## src/rtl/sd_audio_pkg.sv

```systemverilog
// sd_audio_pkg: shared encodings and widths for the SD audio playback path.
// Offset-binary silence matches the fetch stage's FIFO default word.
package sd_audio_pkg;

    localparam int SAMPLE_W = 16;
    localparam int VOL_W    = 7;

    localparam logic [SAMPLE_W-1:0] SILENCE_OFFSET = 16'h8000;

    typedef enum logic [1:0] {
        IDLE  = 2'd0,
        PRIME = 2'd1,
        PLAY  = 2'd2
    } state_t;

endpackage

```

## src/rtl/sd_sigma_delta_dac.sv

```systemverilog
// sd_sigma_delta_dac: first-order sigma-delta modulator, 1-bit output.
// The carry out of the 16-bit accumulator is the bitstream.
module sd_sigma_delta_dac
    import sd_audio_pkg::*;
(
    input  logic                       clk,
    input  logic                       rst,
    input  logic signed [SAMPLE_W-1:0] din,
    output logic                       dout
);

    logic [SAMPLE_W:0] acc;

    always_ff @(posedge clk or posedge rst) begin
        if (rst) begin
            acc <= '0;
        end else begin
            acc <= {1'b0, acc[SAMPLE_W-1:0]} + {1'b0, din ^ SILENCE_OFFSET};
        end
    end

    assign dout = acc[SAMPLE_W];

endmodule

```

## src/rtl/sd_sample_player.sv

```systemverilog
// sd_sample_player: pops one FIFO word per audio tick, scales it by
// velocity and feeds the sigma-delta DAC; tracks underruns and end-of-stream.
module sd_sample_player
    import sd_audio_pkg::*;
#(
    parameter int SAMPLE_DIV  = 1133,
    parameter int EMPTY_LIMIT = 4
) (
    input  logic                clk,
    input  logic                rst,
    input  logic                play,
    input  logic [VOL_W-1:0]    volume,
    input  logic                fifo_empty,
    input  logic [SAMPLE_W-1:0] fifo_dout,
    output logic                fifo_rd,
    output logic                busy,
    output logic                done,
    output logic [SAMPLE_W-1:0] sample,
    output logic                sample_valid,
    output logic [15:0]         underrun_cnt,
    output logic                dac_out
);

    localparam int CNT_W = $clog2(SAMPLE_DIV);
    localparam int RUN_W = $clog2(EMPTY_LIMIT + 1);
    localparam logic [CNT_W-1:0] TICK_LAST = CNT_W'(SAMPLE_DIV - 1);
    localparam logic [RUN_W-1:0] RUN_LAST  = RUN_W'(EMPTY_LIMIT - 1);

    state_t              state;
    state_t              state_d;
    logic [CNT_W-1:0]    tick_cnt;
    logic [RUN_W-1:0]    empty_run;
    logic                tick;
    logic                rd_d;
    logic                done_d;
    logic                empty_tick;
    logic                play_ok;
    logic                leave_play;
    logic                rd_q;
    logic                cap_vld;
    logic [SAMPLE_W-1:0] dout_q;
    logic signed [23:0]  product;
    logic [SAMPLE_W-1:0] scaled;

    assign tick       = (state != IDLE) && (tick_cnt == TICK_LAST);
    assign play_ok    = (state == PLAY) && play;
    assign leave_play = (state == PLAY) && (state_d != PLAY);
    assign busy       = (state != IDLE);

    // Arithmetic shift keeps floor rounding for negative samples.
    assign product = 24'(signed'(dout_q)) * 24'(signed'({1'b0, volume}));
    assign scaled  = SAMPLE_W'(product >>> 7);

    always_comb begin
        state_d    = state;
        rd_d       = 1'b0;
        done_d     = 1'b0;
        empty_tick = 1'b0;
        unique case (state)
            IDLE: begin
                if (play) state_d = PRIME;
            end
            PRIME: begin
                if (!play) state_d = IDLE;
                else if (!fifo_empty) state_d = PLAY;
            end
            PLAY: begin
                if (!play) begin
                    state_d = IDLE;
                end else if (tick) begin
                    if (!fifo_empty) begin
                        rd_d = 1'b1;
                    end else begin
                        empty_tick = 1'b1;
                        if (empty_run == RUN_LAST) begin
                            done_d  = 1'b1;
                            state_d = IDLE;
                        end
                    end
                end
            end
            default: state_d = IDLE;
        endcase
    end

    always_ff @(posedge clk or posedge rst) begin
        if (rst) state <= IDLE;
        else     state <= state_d;
    end

    always_ff @(posedge clk or posedge rst) begin
        if (rst) begin
            tick_cnt  <= '0;
            empty_run <= '0;
        end else if (state == IDLE) begin
            tick_cnt  <= '0;
            empty_run <= '0;
        end else begin
            tick_cnt <= tick ? '0 : tick_cnt + CNT_W'(1);
            if (rd_d)            empty_run <= '0;
            else if (empty_tick) empty_run <= empty_run + RUN_W'(1);
        end
    end

    // Read pipeline: pop, data returns, capture, scale.
    // Any abort of playback drops the word in flight.
    always_ff @(posedge clk or posedge rst) begin
        if (rst) begin
            fifo_rd      <= 1'b0;
            rd_q         <= 1'b0;
            cap_vld      <= 1'b0;
            dout_q       <= '0;
            done         <= 1'b0;
            sample       <= '0;
            sample_valid <= 1'b0;
            underrun_cnt <= '0;
        end else begin
            fifo_rd      <= rd_d;
            rd_q         <= fifo_rd && play_ok;
            cap_vld      <= rd_q && play_ok;
            done         <= done_d;
            sample_valid <= 1'b0;
            if (rd_q && play_ok) dout_q <= fifo_dout;
            if (empty_tick) begin
                sample       <= '0;
                sample_valid <= 1'b1;
            end else if (leave_play) begin
                sample <= '0;
            end else if (cap_vld && play_ok) begin
                sample       <= scaled;
                sample_valid <= 1'b1;
            end
            if (empty_tick && (underrun_cnt != 16'hFFFF))
                underrun_cnt <= underrun_cnt + 16'd1;
        end
    end

    sd_sigma_delta_dac u_dac (
        .clk  (clk),
        .rst  (rst),
        .din  (sample),
        .dout (dac_out)
    );

endmodule

```

## config.mk

```make
export PLATFORM = sky130hd
export DESIGN_NAME = sd_sample_player
export DESIGN_NICKNAME = d
export VERILOG_FILES = /design/src/rtl/sd_audio_pkg.sv /design/src/rtl/sd_sigma_delta_dac.sv /design/src/rtl/sd_sample_player.sv
export SDC_FILE = /design/constraint.sdc
export NUM_CORES = 1
export LEC_CHECK = 0
export ABC_AREA = 1
export CAP_MARGIN = 20
export CORE_UTILIZATION = 40
export DETAILED_ROUTE_END_ITERATION = 8
export GPL_TIMING_DRIVEN = 0
export HOLD_SLACK_MARGIN = 0.08
export PLACE_DENSITY = 0.57
export SYNTH_ARGS = -nofsm -noshare
export SYNTH_HDL_FRONTEND = slang
export SYNTH_HIERARCHICAL = 1
export SYNTH_SLANG_ARGS = --single-unit
```

## constraint.sdc

```tcl
create_clock -name clk -period 3.9 [get_ports clk]
set_input_delay 0.78 -clock clk [delete_from_list [all_inputs] [get_ports clk]]
set_output_delay 0.78 -clock clk [all_outputs]
set_load 0.05 [all_outputs]
```

* Word level (Yosys, flattened, before mapping)
Cells that the tools add are included.
Word-level totals: input bits 27, output and inout port bits 37, register bits 86, logic and storage cells 67
Cells by class: $add $sub $neg 4, equality and inequality tests 6, multiply operators 1, multiplexer cells 32, bitwise gates (word level) 1, reduce and logical (&&, ||, !) cells 11
Operator list (number):
- two-way mux 16 bit | 3
- multiplier 16 x 8 -> 23 bit | 1
- two-way mux 11 bit | 2
- adder 16 x 16 -> 17 bit | 1
- adder 16 x 1 -> 16 bit, second input constant | 1
- two-way mux 1 bit | 16
- inequality test 16 bit, second input constant | 1
- two-way mux 2 bit | 7
- adder 11 x 1 -> 11 bit, second input constant | 1
- equality test 11 bit, second input constant | 1
- two-way mux 3 bit | 3
- logical AND 1 bit | 7
- case mux 2 bit (3 select lines) | 1
- nonzero test 3 bit | 2
- adder 3 x 1 -> 3 bit, second input constant | 1
- equality test 3 x 2 -> 1 bit, second input constant | 1
- equality test 2 x 1 -> 1 bit, second input constant | 1
- equality test 2 bit, second input constant | 1
- zero test 2 bit | 1
- inequality test 2 bit, second input constant | 1
- nonzero test 2 bit | 1
- NOT 1 bit | 1

* Depth between registers and ports, before layout
Gate-level depths: netlist (run 1).
depth in word-level cells 10, gate-level depth with buffers 22, depth with buffers taken out 20

* Modules after synthesis
The synthesis (run 1) kept the hierarchy.
By module, submodules not included:
- sd_sample_player | area an instance 7512.2 um^2, times used 1, sequential area each 1726.7 um^2, cells each 1001
- sd_sigma_delta_dac | area an instance 1397.6 um^2, times used 1, sequential area each 425.4 um^2, cells each 206

* Least setup slack after synthesis (run 1)
OpenSTA, ideal clock, no wires.
kind input to register, start point input port volume[4], end point register sample[12], path slack -0.956 ns, path buffers 2, arrival time 4.738 ns, stages 19, library setup time 0.118 ns, data required time 3.782 ns, path through clkbuf_1 -> clkbuf_1 -> nand2_1 -> fa_1 -> inv_1 -> fa_1 -> fa_1 -> inv_1 -> fa_1 -> inv_1 -> ha_1 -> nand2_1 -> inv_1 -> a21oi_1 -> nor2_1 -> a211oi_1 -> nand3_1 -> nand3_1 -> nand2_1
On the way: word-level cells in the longest chain between the ends 4
Ends and longest elaborated chain:
- start: declaration | RTL line sd_sample_player.sv:12 | input logic [VOL_W-1:0] volume,
- multiplier 16 x 8 -> 23 bit | RTL line sd_sample_player.sv:51 | assign product = 24'(signed'(dout_q)) * 24'(signed'({1'b0, volume}));
- two-way mux 16 bit | RTL line sd_sample_player.sv:129 | end else if (cap_vld && play_ok) begin
- two-way mux 16 bit | RTL line sd_sample_player.sv:127 | end else if (leave_play) begin
- two-way mux 16 bit | RTL line sd_sample_player.sv:124 | if (empty_tick) begin
- end signal: assignment | RTL line sd_sample_player.sv:130 | sample <= scaled;
- end: declaration | RTL line sd_sample_player.sv:18 | output logic [SAMPLE_W-1:0] sample,
Every way passes these cells. The select of a mux whose other input is x is not followed. A chain may end at the register's enable or synchronous reset.

* Worst setup path after layout (run 1)
start point input port volume[4], end point register sample[14]
Same word-level chain as after synthesis.

==> results of run 1 <==
cells in the final DEF, fill, tap and decap left out, types with 26 or more instances in the layout:
| master | instances |
|---|---|
| nand2_1 | 318 |
| nor2_1 | 50 |
| inv_2 | 37 |
| inv_1 | 250 |
| nand3_1 | 33 |
| fa_1 | 68 |
| clkdlybuf4s50_1 | 56 |
| nand2_4 | 26 |
| buf_4 | 37 |
| ha_1 | 46 |
| nand2_2 | 42 |
| dfrtp_1 | 83 |
cell families after synthesis:
logic type,count (synthesis)
fa+ha+maj,148
flops,86
buf+inv,323
compound gates,80
xor+xnor,32
simple gates,538
timing repair:
| item | 4_1_cts | 5_1_grt |
|---|---|---|
| pin swaps | 77 | 42 |
| resized for setup | 96 | 74 |
| gates cloned | 4 | 0 |
| buffers inserted | 32 | 13 |
| setup endpoints to repair | 16 | 15 |
final cells by class:
cell class	instances	area share (%)
multi-input combinational	798	54.7
clock inverter	7	0.760
clock buffer	9	1.93
sequential	86	18.4
buffer	23	2.39
inverter	290	9.37
timing repair buffer	107	9.41
tap	280	3.00
final timing paths:
check / start / endpoint / slack (ps) / cells past startpoint
setup / recovery: volume[4] / sample[14] / -250 / 21
hold / removal: u_dac/acc[0] / u_dac/acc[0] / 470 / 1
setup reg to reg: dout_q[9] / sample[14] / -170 / 19
hold reg to reg: u_dac/acc[0] / u_dac/acc[0] / 470 / 1
max in group asynchronous: rst / u_dac/acc[3] / 2490 / 2
min in group asynchronous: rst / underrun_cnt[11] / 760 / 2
power by group through the flow:
stage	sequential, mW	clock, mW	combinational (mW)
after floorplan	0.920	0	0.0731
after global placement	0.921	0	0.126
after detailed placement	0.921	0	0.130
after CTS	0.903	0.961	0.150
after global routing	0.904	0.996	0.163
final	0.903	0.944	0.148
registers in the layout (all words and copies together), names as in the netlist:
name / count
cap_vld: 1
done: 1
dout_q: 16
empty_run: 3
fifo_rd: 1
rd_q: 1
sample: 16
sample_valid: 1
state: 2
tick_cnt: 11
u_dac/acc: 17
underrun_cnt: 16
stage by stage:
stage / std cells / power [mW] / utilization (%) / setup slack [ps]
finish: 1600 / 2.00 / 53.6 / -251
CTS: 1588 / 2.01 / 51.9 / -207
detailed placement: 1546 / 1.05 / 47.6 / -1200
global placement: 1545 / 1.05 / 47.4 / -1190
floorplan: 1207 / 0.993 / - / -364
global route: 1600 / 2.06 / 53.6 / -387
per-layer routing:
layer / vias to the layer above / track usage, % / routed length [um]
met2: 122 / 34.2 / 10400
met1: 3506 / 27.3 / 10400
met3: 32 / 2.83 / 603
met5: - / 0 / 0
li1: 3801 / - / -
met4: 0 / 5.35 / 397
worst reg2reg max path, stage by stage (launching register included):
cell and delay [ps]:
dfrtp_1 600, nand2_4 90, fa_2 570, inv_2 40, fa_2 420, fa_1 520, inv_2 40, fa_1 510
inv_2 50, ha_4 310, buf_12 120, nand2_8 60, nor2_4 140, inv_2 70, o21ai_2 120, nand2_1 70
nand3_2 90, nand2_1 60, nand2_1 50, o21ai_1 50
==> impl_metrics.toml, run 1 <==
[clock_network]
numCtsBuffers = 9
cts_hold_buf = 0
cts_root_buf = "clkbuf_16"
htreeDepth = 3
path_clk_slew_ps = 70
clkLatencyLatePin_ps = 360
cts_tree = "built"
clockBufferDepth = 2
clkSinkCount = 86

[layout]
register_area_um2 = 2160
areaGrowthSynthToFinish_pct = 31.2
drive_gt1_share_pct = 22.9
final_nets = 1490
final_area_um2 = 11700
n_antenna_cell = 0
multiInputGateArea_um2 = 6400
fill_cells = 2064

[floorplanning]
die_x_um = 151
row_count = 54
die_h_um = 151
io_pins = 64
core_um2 = 21800
start_util_pct = 40.8
die_area_um2 = 22900

[sta]
fin_tns_setup_ps = -2410
fmax_ghz = 0.241
rsz0062_at_grt = "yes"
finalHoldViolCount = 0
finClkSkew_ps = 11.1
worstMarginPinSlew_ps = 719
fin_crit_ps = 4150
period_share_pct = 106
setup_viol = 13
relSlewSlack_pct = 52.0
fin_hold_ws_ps = 470
maxSlewViolCount = 0
finalWorstSetupSlack_ps = -251

[routing]
wl_mm = 21.9
via_count = 7461
post_drt_wl_per_cell_um = 13.7
postRouteAntennaNets = 0
drt_iter0_markers = 397
vias_per_cell = 4.66
drc_errors = 0
drtPass1Iterations = 5

[worst_setup_path]
crit_fanout = 6
cp.required_ps = 4150
endpoint_kind = "flop"
critical_path_class = "in -> reg"
path_delay_family = "adder cells"
critPathBufInv = 7
critPathMaxStageDelay_ps = 550
path_cells = "clkbuf_16 -> clkbuf_16 -> nand2_4 -> fa_1 -> inv_2 -> fa_2 -> fa_1 -> inv_1 -> fa_1 -> inv_2 -> ha_4 -> buf_12 -> nand2_8 -> nor2_4 -> inv_2 -> o21ai_2 -> nand2_1 -> nand3_2 -> nand2_1 -> nand2_1 -> o21ai_1"
start_kind = "input pin"
critPathSlowestCell = "fa_1"
crit_arrival_ps = 4400

[yosys]
syn_inst = 1207
synth_area_leaders = "dfrtp_1 24%, fa_1 19%, nand2_1 16%, inv_1 12%, ha_1 9.0%"
ys_types = 46
yosys.area_share.simple_pct = 25.5
async_flop_share_pct = 100
synth_fa_ha_area_share_pct = 27.9
avgSynthCellArea_um2 = 7.38
synth_top_area_share_pct = 24.2
synthMuxAreaShare_pct = 0
synth_compound_area_share_pct = 5.25
syn_nets = 1382
ys_seq_elements = 86
synth_top_area_cell = "dfrtp_1"
yosysMostFrequentCell = "nand2_1"
syn_area_um2 = 8910
synthTopCellsByCount = "378 x nand2_1, 283 x inv_1, 86 x dfrtp_1, 84 x fa_1, 67 x nor2_1"
synth_top_family_by_area = "adder cells"
synth_xor_area_share_pct = 3.23
synth-edff-count = 0
yosys_warnings = 6
yosysSeqAreaShare_pct = 24.2
synth_ff_type = "dfrtp_1"

[pwr]
swShare_pct = 26.1
clkPwrFrac_pct = 47.3
powerDensity_nw_per_um2 = 171
p_switching_mw = 0.522
p_leak_nw = 6.50
vdd_ir_drop_max_mv = 0.179
internal_power_mw = 1.47
comb_power_share_pct = 7.4
power_frac_seq_pct = 45.3

[placement]
dp_hpwl_mm = 16.7
place.gp.congestion = 0.841
io_buffers = 58
dpl_cell_area_um2 = 10400

[global_routing]
grt_max_degree = 53
grtUsageTotal_pct = 20.3
antenna_found_initial = 0
overflow = 0
grt_first_pass_wirelength_mm = 36.3
first_global_vias = 7445

[outcome]
violations = "setup timing"
status = "complete, but fails checks"

[min_path]
min_path_type = "reg -> reg"

[flow_run]
cap_violations = 0
(Power assumes the default switching activity.)
==> run 2, diff against run 1 <==
--- a/config.mk
+++ b/config.mk
@@ -7,6 +7,7 @@
 export LEC_CHECK = 0
 export ABC_AREA = 1
 export CAP_MARGIN = 20
+export CORE_ASPECT_RATIO = 0.6
 export CORE_UTILIZATION = 40
 export DETAILED_ROUTE_END_ITERATION = 8
 export GPL_TIMING_DRIVEN = 0
==> impl_metrics.toml, run 2 (same netlist as run 1, synthesis figures left out) <==
[layout]
final_common_cell = "nand2_1"
final_nets = 1473
n_antenna_cell = 0
largest_reg_flops = 17
areaGrowthSynthToFinish_pct = 26.7
multiInputGateArea_um2 = 6220
fin_cells = 1581
layout_common_cells = "329 x nand2_1, 261 x inv_1, 84 x dfrtp_1"
drive_gt1_share_pct = 18.8
top_register = "u_dac/acc"
register_area_um2 = 2150
final_area_um2 = 11300
fill_cells = 2057
final_core_util_pct = 52.6

[routing]
drtPass1Iterations = 5
post_drt_wl_per_cell_um = 14.4
vias_per_cell = 4.74
drc_errors = 0
wl_mm = 22.7
postRouteAntennaNets = 0
via_count = 7496
drt_iter0_markers = 461

[global_routing]
grt_first_pass_wirelength_mm = 38.4
antenna_found_initial = 0
grt_max_degree = 63
overflow = 0
grtUsageTotal_pct = 21.3
first_global_vias = 7368

[sta]
finalHoldViolCount = 0
relSlewSlack_pct = 47.9
finClkSkew_ps = 11.7
finalWorstSetupSlack_ps = -285
maxSlewViolCount = 0
fin_crit_ps = 4190
fmax_ghz = 0.239
worstMarginPinSlew_ps = 781
setup_viol = 14
rsz0062_at_grt = "yes"
period_share_pct = 107
fin_hold_ws_ps = 474

[pwr]
p_switching_mw = 0.491
powerDensity_nw_per_um2 = 173
internal_power_mw = 1.46
comb_power_share_pct = 7.8
p_leak_nw = 6.36
power_frac_seq_pct = 46.4
swShare_pct = 25.2
clkPwrFrac_pct = 45.8
vdd_ir_drop_max_mv = 0.207

[floorplanning]
die_h_um = 118
die_area_um2 = 22900
start_util_pct = 41.6
core_um2 = 21400
die_x_um = 195
row_count = 41
io_pins = 64

[clock_network]
cts_tree = "built"
cts_hold_buf = 0
clockBufferDepth = 2
path_clk_slew_ps = 60
cts_root_buf = "clkbuf_16"
numCtsBuffers = 9
clkSinkCount = 86
htreeDepth = 3
clkLatencyLatePin_ps = 360

[min_path]
whs_path_depth = 1
min_path_type = "reg -> reg"
worstHoldStart = "u_dac/acc[0]"

[placement]
post-place-cells = 1545
io_buffers = 58
dp_slack_ps = -1170
dpl_cell_area_um2 = 10400
dp_hpwl_mm = 18.2
place.gp.congestion = 0.862

[worst_setup_path]
start_kind = "input pin"
crit_arrival_ps = 4470
reg2reg_depth = 17
endpoint_kind = "flop"
crit_path_start = "volume[3]"
cp.required_ps = 4180
reg2reg_from = "dout_q[11]"
critical_path_class = "in -> reg"
crit_fanout = 7

[outcome]
status = "complete, but fails checks"
violations = "setup timing"

[flow_run]
cap_violations = 0
## run 2: changes by cell type in the layout (fill, tap and decap cells not counted), moves of 9 or more
cell / before / now
fa_2: 16 / 6
fa_1: 68 / 78
inv_2: 37 / 27
buf_4: 37 / 28
inv_1: 250 / 261
nand2_1: 318 / 329
## run 2: worst max-delay path, cell delays in order
cell,delay [ps]
clkbuf_16,140
clkbuf_16,160
nand2_1,80
fa_1,440
fa_1,520
inv_1,50
fa_1,530
inv_1,50
fa_1,490
inv_2,50
ha_4,270
a21oi_2,160
o21a_1,160
nor2_1,40
nor2_1,150
nand3_2,120
nand2_1,80
nand2_1,50
o21ai_1,130
## run 2: cell type report
cell class	instances	area share (%)
inverter	290	9.69
clock inverter	6	0.610
multi-input combinational	798	55.1
timing repair buffer	91	7.97
clock buffer	9	2.00
sequential	86	19.1
tap	279	3.09
buffer	22	2.46
## run 2: final timing paths
kind	endpoint	slack [ps]
max in group asynchronous	u_dac/acc[1]	2440
worst max-delay path	sample[13]	-290
min in group asynchronous	underrun_cnt[10]	690
worst min register to register	u_dac/acc[0]	470
worst max register to register	sample[13]	-210
worst min-delay path	u_dac/acc[0]	470
## run 2: what timing repair did
action | 4_1_cts | 5_1_grt
setup buffers | 20 | 9
gates cloned | 3 | 0
hold endpoints to repair | 0 | 0
gates resized for setup | 64 | 45
pin swaps | 35 | 23
setup endpoints to repair | 16 | 16
## run 2: per-stage QoR
| stage | TNS, ps | power [mW] |
|---|---|---|
| 2_1_floorplan | -4190 | 0.993 |
| 3_3_place_gp | -20120 | 1.05 |
| 3_5_place_dp | -15400 | 1.05 |
| 4_1_cts | -2330 | 1.98 |
| 5_1_grt | -4660 | 2.03 |
| 6_report | -2580 | 1.95 |
## run 2: power groups by stage
stage / logic, mW / clock network [mW] / registers [mW]
after floorplan: 0.0731 / 0 / 0.920
after CTS: 0.149 / 0.922 / 0.904
after detailed placement: 0.133 / 0 / 0.921
after global placement: 0.129 / 0 / 0.922
after global routing: 0.166 / 0.954 / 0.905
final: 0.153 / 0.893 / 0.904
## run 2: metal layers
| metal | vias to the layer above | global-route usage (%) | routed length, um |
|---|---|---|---|
| met4 | 0 | 3.32 | 131 |
| met1 | 3575 | 34.9 | 12500 |
| met3 | 8 | 4.18 | 1330 |
| li1 | 3766 | - | - |
| met5 | - | 0 | 0 |
| met2 | 147 | 28.4 | 8730 |
==> run 3, diff against run 2 <==
--- a/config.mk
+++ b/config.mk
@@ -13,6 +13,7 @@
 export GPL_TIMING_DRIVEN = 0
 export HOLD_SLACK_MARGIN = 0.08
 export PLACE_DENSITY = 0.57
+export SKIP_LAST_GASP = 1
 export SYNTH_ARGS = -nofsm -noshare
 export SYNTH_HDL_FRONTEND = slang
 export SYNTH_HIERARCHICAL = 1
==> impl_metrics.toml, run 3 (same netlist as run 1, synthesis figures left out) <==
[min_path]
min_path_type = "reg -> reg"
whs_path_depth = 1

[floorplanning]
die_x_um = 195
die_area_um2 = 22900
start_util_pct = 41.6
die_h_um = 118
io_pins = 64
core_um2 = 21400
row_count = 41

[pwr]
p_leak_nw = 6.39
vdd_ir_drop_max_mv = 0.212
powerDensity_nw_per_um2 = 173
p_total_mw = 1.95

[global_routing]
first_global_vias = 7366
grt_first_pass_wirelength_mm = 38.4
overflow = 0
antenna_found_initial = 0
grtUsageTotal_pct = 21.3
grt_max_degree = 63

[worst_setup_path]
crit_arrival_ps = 4420
endpoint = "sample[14]"
critical_path_class = "in -> reg"
reg2reg_from = "dout_q[11]"
endpoint_kind = "flop"
reg2reg_depth = 17
crit_path_start = "volume[3]"
r2r-end = "sample[13]"
ff2ff_setup_slack_ps = -230
start_kind = "input pin"
crit_fanout = 7
cp.required_ps = 4150

[sta]
finalWorstSetupSlack_ps = -269
fin_hold_ws_ps = 470
setup_viol = 14
worstMarginPinSlew_ps = 778
fin_crit_ps = 4170
fin_tns_setup_ps = -2520
finalHoldViolCount = 0
maxSlewViolCount = 0
finClkSkew_ps = 11.5
period_share_pct = 107
relSlewSlack_pct = 48.1
rsz0062_at_grt = "yes"
fmax_ghz = 0.240

[placement]
dp_hpwl_mm = 18.2
dp_slack_ps = -1170
io_buffers = 58
place.gp.congestion = 0.862

[flow_run]
cap_violations = 0

[routing]
drtPass1Iterations = 5
via_count = 7485
postRouteAntennaNets = 0
drt_iter0_markers = 487
drc_errors = 0
wl_mm = 22.8
vias_per_cell = 4.73
post_drt_wl_per_cell_um = 14.4

[layout]
fill_cells = 2065
drive_gt1_share_pct = 19.6
final_common_cell = "nand2_1"
register_area_um2 = 2150
areaGrowthSynthToFinish_pct = 27.0
layout_common_cells = "327 x nand2_1, 258 x inv_1, 84 x dfrtp_1"
n_antenna_cell = 0
final_nets = 1474
largest_reg_flops = 17
final_core_util_pct = 52.8
top_register = "u_dac/acc"
multiInputGateArea_um2 = 6240

[clock_network]
clockBufferDepth = 2
clkSinkCount = 86
cts_root_buf = "clkbuf_16"
path_clk_slew_ps = 60
clkLatencyLatePin_ps = 360
cts_hold_buf = 0
numCtsBuffers = 9
htreeDepth = 3
cts_tree = "built"

[outcome]
violations = "setup timing"
status = "complete, but fails checks"
==> run 3: cell type report <==
type | count | area share (%)
inverter | 290 | 9.66
clock inverter | 6 | 0.608
multi-input combinational | 798 | 55.1
timing repair buffer | 92 | 8.03
buffer | 22 | 2.45
clock buffer | 9 | 1.99
sequential | 86 | 19.0
tap | 279 | 3.09
==> run 3: critical path, stage by stage <==
cell and delay (ps):
clkbuf_16 150, nand2_2 100, fa_2 490, buf_4 160
fa_1 570, fa_1 450, fa_1 550, inv_1 50
ha_2 410, nand3_2 160, nor2_4 120, nand4_1 130
nand3_2 130, nand2_1 60, nand2_1 50, o21ai_1 50
==> run 3: stage by stage <==
stage / cell area (um2) / cells
final: 11300 / 1582
after global routing: 11300 / 1582
after CTS: 11000 / 1572
after detailed placement: 10400 / 1545
after global placement: 10400 / 1544
after floorplan: 9420 / 1207
==> run 3: timing repair <==
item                       4_1_cts  5_1_grt
setup endpoints to repair       16       16
gates cloned                     3        0
setup buffers                   20       10
resized for setup               63       57
pin swaps                       32       32
==> run 3: how the worst min path moves through the flow <==
| stage | slack [ps] | endpoint | start |
|---|---|---|---|
| 6_report | 470 | u_dac/acc[0] | u_dac/acc[0] |
| 5_1_grt | 490 | u_dac/acc[0] | u_dac/acc[0] |
| 4_1_cts | 480 | u_dac/acc[0] | u_dac/acc[0] |
| 3_5_place_dp | 460 | u_dac/acc[0] | u_dac/acc[0] |
| 3_3_place_gp | 450 | u_dac/acc[0] | u_dac/acc[0] |
| 2_1_floorplan | 440 | u_dac/acc[0] | u_dac/acc[0] |
==> run 3: report_power, final <==
| group | leakage (nW) | internal [mW] | switching [mW] | total (mW) |
|---|---|---|---|---|
| registers | 1.16 | 0.898 | 0.00646 | 0.904 |
| clock network | 0.142 | 0.498 | 0.399 | 0.897 |
| logic | 5.08 | 0.0633 | 0.0895 | 0.153 |
| total | 6.39 | 1.46 | 0.495 | 1.95 |
==> run 3: metal layers <==
metal  up-vias  share of wire (%)  track usage (%)
met5         -                  0                0
met4         0               0.61             3.32
met3        14                6.5             4.18
met2       161                 38             28.4
met1      3543                 55             34.9
li1       3767                  -                -
